[src/rtl/adc_frame_align_if.sv]
// rtl/adc_frame_align_if.sv - control, status and ISERDES word bundle for adc_frame_align
interface adc_frame_align_if #(
    parameter int NLANES = 8,
    parameter int SERW   = 6,
    parameter int CNTW   = 8
);
    logic                       start;
    logic [SERW-1:0]            FR;
    logic [NLANES*SERW-1:0]     DIN;
    logic                       ins_clr;
    logic                       BS;
    logic                       busy;
    logic                       locked;
    logic                       fail;
    logic [$clog2(SERW)-1:0]    slips;
    logic [CNTW-1:0]            lost_cnt;
    logic [NLANES*CNTW-1:0]     ins_cnt;

    modport master (
        output start, FR, DIN, ins_clr,
        input  BS, busy, locked, fail, slips, lost_cnt, ins_cnt
    );

    modport slave (
        input  start, FR, DIN, ins_clr,
        output BS, busy, locked, fail, slips, lost_cnt, ins_cnt
    );
endinterface

[src/rtl/adc_frame_align.sv]
// rtl/adc_frame_align.sv - bitslip training FSM with lock monitor and per-lane instability counters
module adc_frame_align #(
    parameter int              NLANES  = 8,
    parameter int              SERW    = 6,
    parameter logic [SERW-1:0] FRPAT   = 6'b111000,
    parameter int              SETTLE  = 4,
    parameter int              CHKLEN  = 16,
    parameter int              LOSSMAX = 3,
    parameter int              CNTW    = 8
) (
    input  logic               CLK,
    input  logic               reset,
    adc_frame_align_if.slave   bus
);
    localparam int SW = $clog2(SERW);
    localparam int MW = $clog2(CHKLEN + 1);
    localparam int LW = $clog2(LOSSMAX + 1);
    localparam int TW = $clog2(SETTLE + 1);

    typedef enum logic [2:0] {
        S_IDLE, S_CHECK, S_SLIP, S_SETTLE, S_LOCKED, S_FAIL
    } state_t;

    state_t          state_q, state_d;
    logic [SW-1:0]   slips_q, slips_d;
    logic [MW-1:0]   match_q, match_d;
    logic [LW-1:0]   miss_q, miss_d;
    logic [TW-1:0]   timer_q, timer_d;
    logic [CNTW-1:0] lost_q, lost_d;
    logic            bs_q, bs_d;
    logic            busy_q, busy_d;
    logic            locked_q, locked_d;
    logic            fail_q, fail_d;
    logic            fr_match;

    assign fr_match = (bus.FR == FRPAT);

    always_ff @(posedge CLK or posedge reset) begin
        if (reset) begin
            state_q  <= S_IDLE;
            slips_q  <= '0;
            match_q  <= '0;
            miss_q   <= '0;
            timer_q  <= '0;
            lost_q   <= '0;
            bs_q     <= 1'b0;
            busy_q   <= 1'b0;
            locked_q <= 1'b0;
            fail_q   <= 1'b0;
        end else begin
            state_q  <= state_d;
            slips_q  <= slips_d;
            match_q  <= match_d;
            miss_q   <= miss_d;
            timer_q  <= timer_d;
            lost_q   <= lost_d;
            bs_q     <= bs_d;
            busy_q   <= busy_d;
            locked_q <= locked_d;
            fail_q   <= fail_d;
        end
    end

    always_comb begin
        state_d = state_q;
        slips_d = slips_q;
        match_d = match_q;
        miss_d  = miss_q;
        timer_d = timer_q;
        lost_d  = lost_q;
        case (state_q)
            S_IDLE: begin
                if (bus.start) begin
                    state_d = S_CHECK;
                    slips_d = '0;
                    match_d = '0;
                end
            end
            S_CHECK: begin
                if (fr_match) begin
                    if (match_q == MW'(CHKLEN - 1)) begin
                        state_d = S_LOCKED;
                        match_d = '0;
                        miss_d  = '0;
                    end else begin
                        match_d = match_q + MW'(1);
                    end
                end else begin
                    match_d = '0;
                    // Every rotation has been tried once; give up rather than wrap.
                    if (slips_q == SW'(SERW - 1)) begin
                        state_d = S_FAIL;
                    end else begin
                        state_d = S_SLIP;
                    end
                end
            end
            S_SLIP: begin
                slips_d = slips_q + SW'(1);
                timer_d = TW'(SETTLE);
                state_d = S_SETTLE;
            end
            S_SETTLE: begin
                if (timer_q <= TW'(1)) begin
                    state_d = S_CHECK;
                    match_d = '0;
                end else begin
                    timer_d = timer_q - TW'(1);
                end
            end
            S_LOCKED: begin
                if (bus.start) begin
                    state_d = S_CHECK;
                    slips_d = '0;
                    match_d = '0;
                    miss_d  = '0;
                end else if (!fr_match) begin
                    if (miss_q == LW'(LOSSMAX - 1)) begin
                        state_d = S_CHECK;
                        slips_d = '0;
                        match_d = '0;
                        miss_d  = '0;
                        if (!(&lost_q)) begin
                            lost_d = lost_q + CNTW'(1);
                        end
                    end else begin
                        miss_d = miss_q + LW'(1);
                    end
                end else begin
                    miss_d = '0;
                end
            end
            S_FAIL: begin
                if (bus.start) begin
                    state_d = S_CHECK;
                    slips_d = '0;
                    match_d = '0;
                end
            end
            default: state_d = S_IDLE;
        endcase
    end

    // Flags are decoded from the next state so they line up with the state register.
    always_comb begin
        bs_d     = (state_d == S_SLIP);
        busy_d   = (state_d == S_CHECK) || (state_d == S_SLIP) || (state_d == S_SETTLE);
        locked_d = (state_d == S_LOCKED);
        fail_d   = (state_d == S_FAIL);
    end

    assign bus.BS       = bs_q;
    assign bus.busy     = busy_q;
    assign bus.locked   = locked_q;
    assign bus.fail     = fail_q;
    assign bus.slips    = slips_q;
    assign bus.lost_cnt = lost_q;

    for (genvar i = 0; i < NLANES; i++) begin : g_lane
        logic [SERW-1:0] prev_q;
        logic [CNTW-1:0] ins_q;

        always_ff @(posedge CLK or posedge reset) begin
            if (reset) begin
                prev_q <= '0;
                ins_q  <= '0;
            end else begin
                prev_q <= bus.DIN[SERW*i +: SERW];
                if (bus.ins_clr) begin
                    ins_q <= '0;
                end else if (locked_q && (bus.DIN[SERW*i +: SERW] != prev_q) && !(&ins_q)) begin
                    ins_q <= ins_q + CNTW'(1);
                end
            end
        end

        assign bus.ins_cnt[CNTW*i +: CNTW] = ins_q;
    end
endmodule
[src/flat_wrapper.sv]
// flat-port wrapper written by rule: the top's interface ports become plain ports
module adc_frame_align_flat 
#(
    parameter int              NLANES  = 8,
    parameter int              SERW    = 6,
    parameter logic [SERW-1:0] FRPAT   = 6'b111000,
    parameter int              SETTLE  = 4,
    parameter int              CHKLEN  = 16,
    parameter int              LOSSMAX = 3,
    parameter int              CNTW    = 8
)
  (CLK, reset, bus_start, bus_FR, bus_DIN, bus_ins_clr, bus_BS, bus_busy, bus_locked, bus_fail, bus_slips, bus_lost_cnt, bus_ins_cnt);
  adc_frame_align_if #(.NLANES(NLANES), .SERW(SERW), .CNTW(CNTW)) bus_i ();
  input  logic CLK;
  input  logic reset;
  input wire logic [$bits(bus_i.start)-1:0] bus_start;
  input wire logic [$bits(bus_i.FR)-1:0] bus_FR;
  input wire logic [$bits(bus_i.DIN)-1:0] bus_DIN;
  input wire logic [$bits(bus_i.ins_clr)-1:0] bus_ins_clr;
  output wire logic [$bits(bus_i.BS)-1:0] bus_BS;
  output wire logic [$bits(bus_i.busy)-1:0] bus_busy;
  output wire logic [$bits(bus_i.locked)-1:0] bus_locked;
  output wire logic [$bits(bus_i.fail)-1:0] bus_fail;
  output wire logic [$bits(bus_i.slips)-1:0] bus_slips;
  output wire logic [$bits(bus_i.lost_cnt)-1:0] bus_lost_cnt;
  output wire logic [$bits(bus_i.ins_cnt)-1:0] bus_ins_cnt;
  assign bus_i.start = bus_start;
  assign bus_i.FR = bus_FR;
  assign bus_i.DIN = bus_DIN;
  assign bus_i.ins_clr = bus_ins_clr;
  assign bus_BS = bus_i.BS;
  assign bus_busy = bus_i.busy;
  assign bus_locked = bus_i.locked;
  assign bus_fail = bus_i.fail;
  assign bus_slips = bus_i.slips;
  assign bus_lost_cnt = bus_i.lost_cnt;
  assign bus_ins_cnt = bus_i.ins_cnt;
  adc_frame_align #(.NLANES(NLANES), .SERW(SERW), .FRPAT(FRPAT), .SETTLE(SETTLE), .CHKLEN(CHKLEN), .LOSSMAX(LOSSMAX), .CNTW(CNTW)) u_core (.CLK(CLK), .reset(reset), .bus(bus_i));
endmodule
[config.mk]
export PLATFORM = sky130hd
export DESIGN_NAME = adc_frame_align_flat
export DESIGN_NICKNAME = d
export VERILOG_FILES = /design/src/rtl/adc_frame_align_if.sv /design/src/rtl/adc_frame_align.sv /design/src/flat_wrapper.sv
export SDC_FILE = /design/constraint.sdc
export NUM_CORES = 1
export LEC_CHECK = 0
export ABC_CLOCK_PERIOD_IN_PS = 9570
export CORE_UTILIZATION = 45
export DETAILED_ROUTE_END_ITERATION = 12
export HOLD_SLACK_MARGIN = 0.15
export MAX_ROUTING_LAYER = met4
export PLACE_DENSITY = 0.71
export SETUP_SLACK_MARGIN = 0.4
export SYNTH_ARGS = -nofsm -noshare
export SYNTH_HDL_FRONTEND = slang
export SYNTH_SLANG_ARGS = --single-unit
[constraint.sdc]
create_clock -name CLK -period 9.57 [get_ports CLK]
set_input_delay 1.914 -clock CLK [delete_from_list [all_inputs] [get_ports CLK]]
set_output_delay 1.914 -clock CLK [all_outputs]
set_load 0.01 [all_outputs]
==> metrics.md <==
| Metric | Value |
|---|---|
| H-Tree Depth | `4` |
| Met3 Resource Use GR | `0.0513` |
| Fin area | `8810 sq um` |
| Cts repair resizes | `0` |
| Die Y-Extent | `124 um` |
| Std cell rows | `44` |
| Hold_sp | `u_core.miss_q[1]$_DFFE_PP0P_` |
| Max Slew Vio Count | `0` |
| CP arrival | `4.03 ns` |
| Leak | `3.72 nW` |
| Share of the synthesized area in the top cell type | `0.524` |
| Number of synthesized register bits | `140` |
| I/O pin total | `137` |
| Worst Max-Slew Pin Slew | `0.850 ns` |
| PwrDens | `184 nW/um^2` |
| Critical path fanouts, max | `8` |
| Mapped Cells | `630` |
| Hold Path Depth | `1` |
| Post-synth net total | `702` |
| Post-DP HPWL | `9900 um` |
| Root buf cell | `clkbuf_16` |
| Synthesis Warnings | `0` |
| Status | `finished, final reports clean` |
| Max Cap Violations | `0` |
| Cell accounting for the most synthesized area | `dfrtp_1` |
| Sequential area share after synthesis | `0.524` |
| WP data required | `9.88 ns` |
| Final hold slack | `0.495 ns` |
| DIE WIDTH | `124 um` |
| Worst Hold End | `u_core.miss_q[0]$_DFFE_PP0P_` |
| Largest net degree at the start of global routing | `86` |
| Die ar. | `15400 sq um` |
| Via count | `5213` |
| Slew HR | `0.433` |
| CTS Hold Buffers Added | `0` |
| Vias in the first global route | `5017` |
| GPL Wtd Cong | `0.843` |
| Reg2reg path depth | `7` |
| Most frequent cell after synthesis | `dfrtp_1` |
| Setup violations, final | `0` |
| Initial Utilization | `0.460` |
| Crit Path Class | `input pin to register` |
| I/O Buffers | `136` |
| Area occupied by multi-input gates | `3040 sq um` |
| Post-synth top cells | `140 x dfrtp_1, 68 x nor2_1, 43 x xor2_1` |
| TritonCTS clock tree | `done` |
| Overflow after GRT | `0` |
| Clk sinks | `140` |
| Worst hold path class | `register to register` |
| Fin util | `0.606` |
| Syn Area/Cell | `10.6 sq um` |
| Core area | `14500 sq um` |
| Final Hold Vio Count | `0` |
| Post-synthesis async set-or-reset flop share | `1.00` |
| First drt pass iteration count | `4` |
| Worst setup SP type | `input pin` |
| Vias per cell | `5.39` |
| DRC errors left | `0` |
| Worst R2R Start | `u_core.timer_q[1]$_DFFE_PP0P_` |
| Clock Path Buffers | `2` |
| Number of flops mapped to enable cells by yosys | `0` |
| Area growth from synthesis to layout | `31.7%` |
| Placed cell area | `8230 sq um` |
| GRT met2 Usage | `0.306` |
| FF+latch area | `3500 sq um` |
| Fill count | `1195` |
| Setup bufs post-CTS | `0` |
| Number of distinct library cells after synthesis | `54` |
| Antenna diode count | `0` |
| GRT Max-Usage Layer | `met2` |
| Final worst path period share | `0.388` |
| Initial antenna violation count | `0` |
| Final #Nets | `843` |
| Peak Freq | `269 MHz` |
| First-pass GRT wire length | `23400 um` |
| Clk slew on worst S/H paths | `0.06 ns` |
| DR iter-0 viols | `338` |
| Tmin final | `3.71 ns` |
| Worst R2R End | `u_core.match_q[3]$_DFFE_PP0P_` |
| Share of cells above drive strength 1 | `0.0880` |
| WL/cell | `14.7 um` |
| R2R Setup Slk | `7.35 ns` |
| RSZ-0062 raised after global routing | `false` |
| Leading register cell type out of synthesis | `dfrtp_1` |
| Layout Skew | `0.0114 ns` |
| Skew-Pair Late Insertion Delay | `0.42 ns` |
| CP Capture Type | `register` |
| Routed Antenna Nets | `0` |
| Grt met1 use | `0.259` |
| Cts bufs inserted | `17` |
| Setup_tns | `0 ns` |
| Gr usage total | `0.201` |
| Synth top area cells | `dfrtp_1 52%, xor2_1 5.6%, xnor2_1 4.2%` |
| Syn Std Cell Area | `6690 sq um` |
| Total Wirelength | `14200 um` |
| Peak VDD IR | `0.140 mV` |
power by group:
| part | internal [mW] | total (mW) | switching [mW] | leakage [nW] |
|---|---|---|---|---|
| Combinational | 0.139 | 0.296 | 0.157 | 1.63 |
| Clock | 0.383 | 0.638 | 0.255 | 0.268 |
| Sequential | 0.633 | 0.686 | 0.0536 | 1.82 |
| Total | 1.15 | 1.62 | 0.465 | 3.72 |
through the flow:
step | cells | setup slack [ns] | power [mW]
5_1_grt | 968 | 5.76 | 1.70
2_1_floorplan | 630 | 3.90 | 0.880
6_report | 968 | 5.86 | 1.62
3_5_place_dp | 935 | 5.42 | 0.992
3_3_place_gp | 935 | 5.46 | 0.976
4_1_cts | 967 | 5.85 | 1.64
routing by layer:
| metal | part of all wire | vias up |
|---|---|---|
| met5 | 0 | - |
| met4 | 0.010 | 0 |
| met3 | 0.065 | 13 |
| met2 | 0.47 | 132 |
| met1 | 0.45 | 2539 |
| li1 | - | 2529 |
sequential cells by signal, summed over array words and instances (netlist names), 2 cells and up:
| signal | flops |
|---|---|
| u_core.miss_q | 2 |
| u_core.g_lane.ins_q | 64 |
| u_core.state_q | 3 |
| u_core.bus.slips | 3 |
| u_core.bus.lost_cnt | 8 |
| u_core.g_lane.prev_q | 48 |
| u_core.match_q | 5 |
| u_core.timer_q | 3 |
layout make-up:
class / instances / share of cell area
Clock inverter: 14 / 0.0168
Tap cell: 184 / 0.0261
Timing Repair Buffer: 140 / 0.157
Clock buffer: 18 / 0.0487
Inverter: 18 / 0.00824
Sequential cell: 140 / 0.398
Multi-Input combinational cell: 454 / 0.345
cells in the final DEF, fill, tap and decap left out, types with 10 or more instances in the layout:
cell	instances
dfrtp_1	140
clkdlybuf4s50_1	135
nor2_1	68
xor2_1	43
a21oi_1	32
xnor2_1	32
nand3_1	31
o21ai_0	27
nor2b_1	22
nand2_1	20
nand4_1	19
inv_1	17
clkbuf_16	17
mux2_2	16
and3_1	15
ha_1	14
nand2b_1	13
or3_1	10
o211ai_1	10
worst max-delay path, stage by stage:
cell and delay [ns]:
clkdlybuf4s50_1 0.39, or4b_1 0.62, or2_1 0.37, mux2_4 0.33, a32o_2 0.25, and2_1 0.16
how the worst max path moves through the flow:
stage           startpoint                               endpoint  slack (ns)  cells past startpoint
3_5_place_dp     bus_FR[1]            u_core.bus.locked$_DFF_PP0_        5.42                      6
6_report         bus_FR[1]            u_core.bus.locked$_DFF_PP0_        5.86                      6
4_1_cts        bus_DIN[35]  u_core.g_lane[5].ins_q[1]$_DFFE_PP0P_        5.85                      6
3_3_place_gp     bus_FR[1]            u_core.bus.locked$_DFF_PP0_        5.46                      6
5_1_grt        bus_DIN[10]  u_core.g_lane[1].ins_q[5]$_DFFE_PP0P_        5.76                      6
2_1_floorplan        reset                u_core.bus.BS$_DFF_PP0_        3.90                      1
cells by family (layout without fill, tap and decap cells):
kind of cell,count (synthesis),after routing,share of synthesized area
AO/OA/AOI/OAI,118,118,0.119
flip-flops,140,140,0.524
adder cells (fa/ha/maj),14,14,0.0262
XOR/XNOR,75,75,0.0982
multiplexers,25,25,0.0412
buffers and inverters,36,190,0.0217
AND/OR/NAND/NOR,222,222,0.170
(Power assumes the default switching activity.)
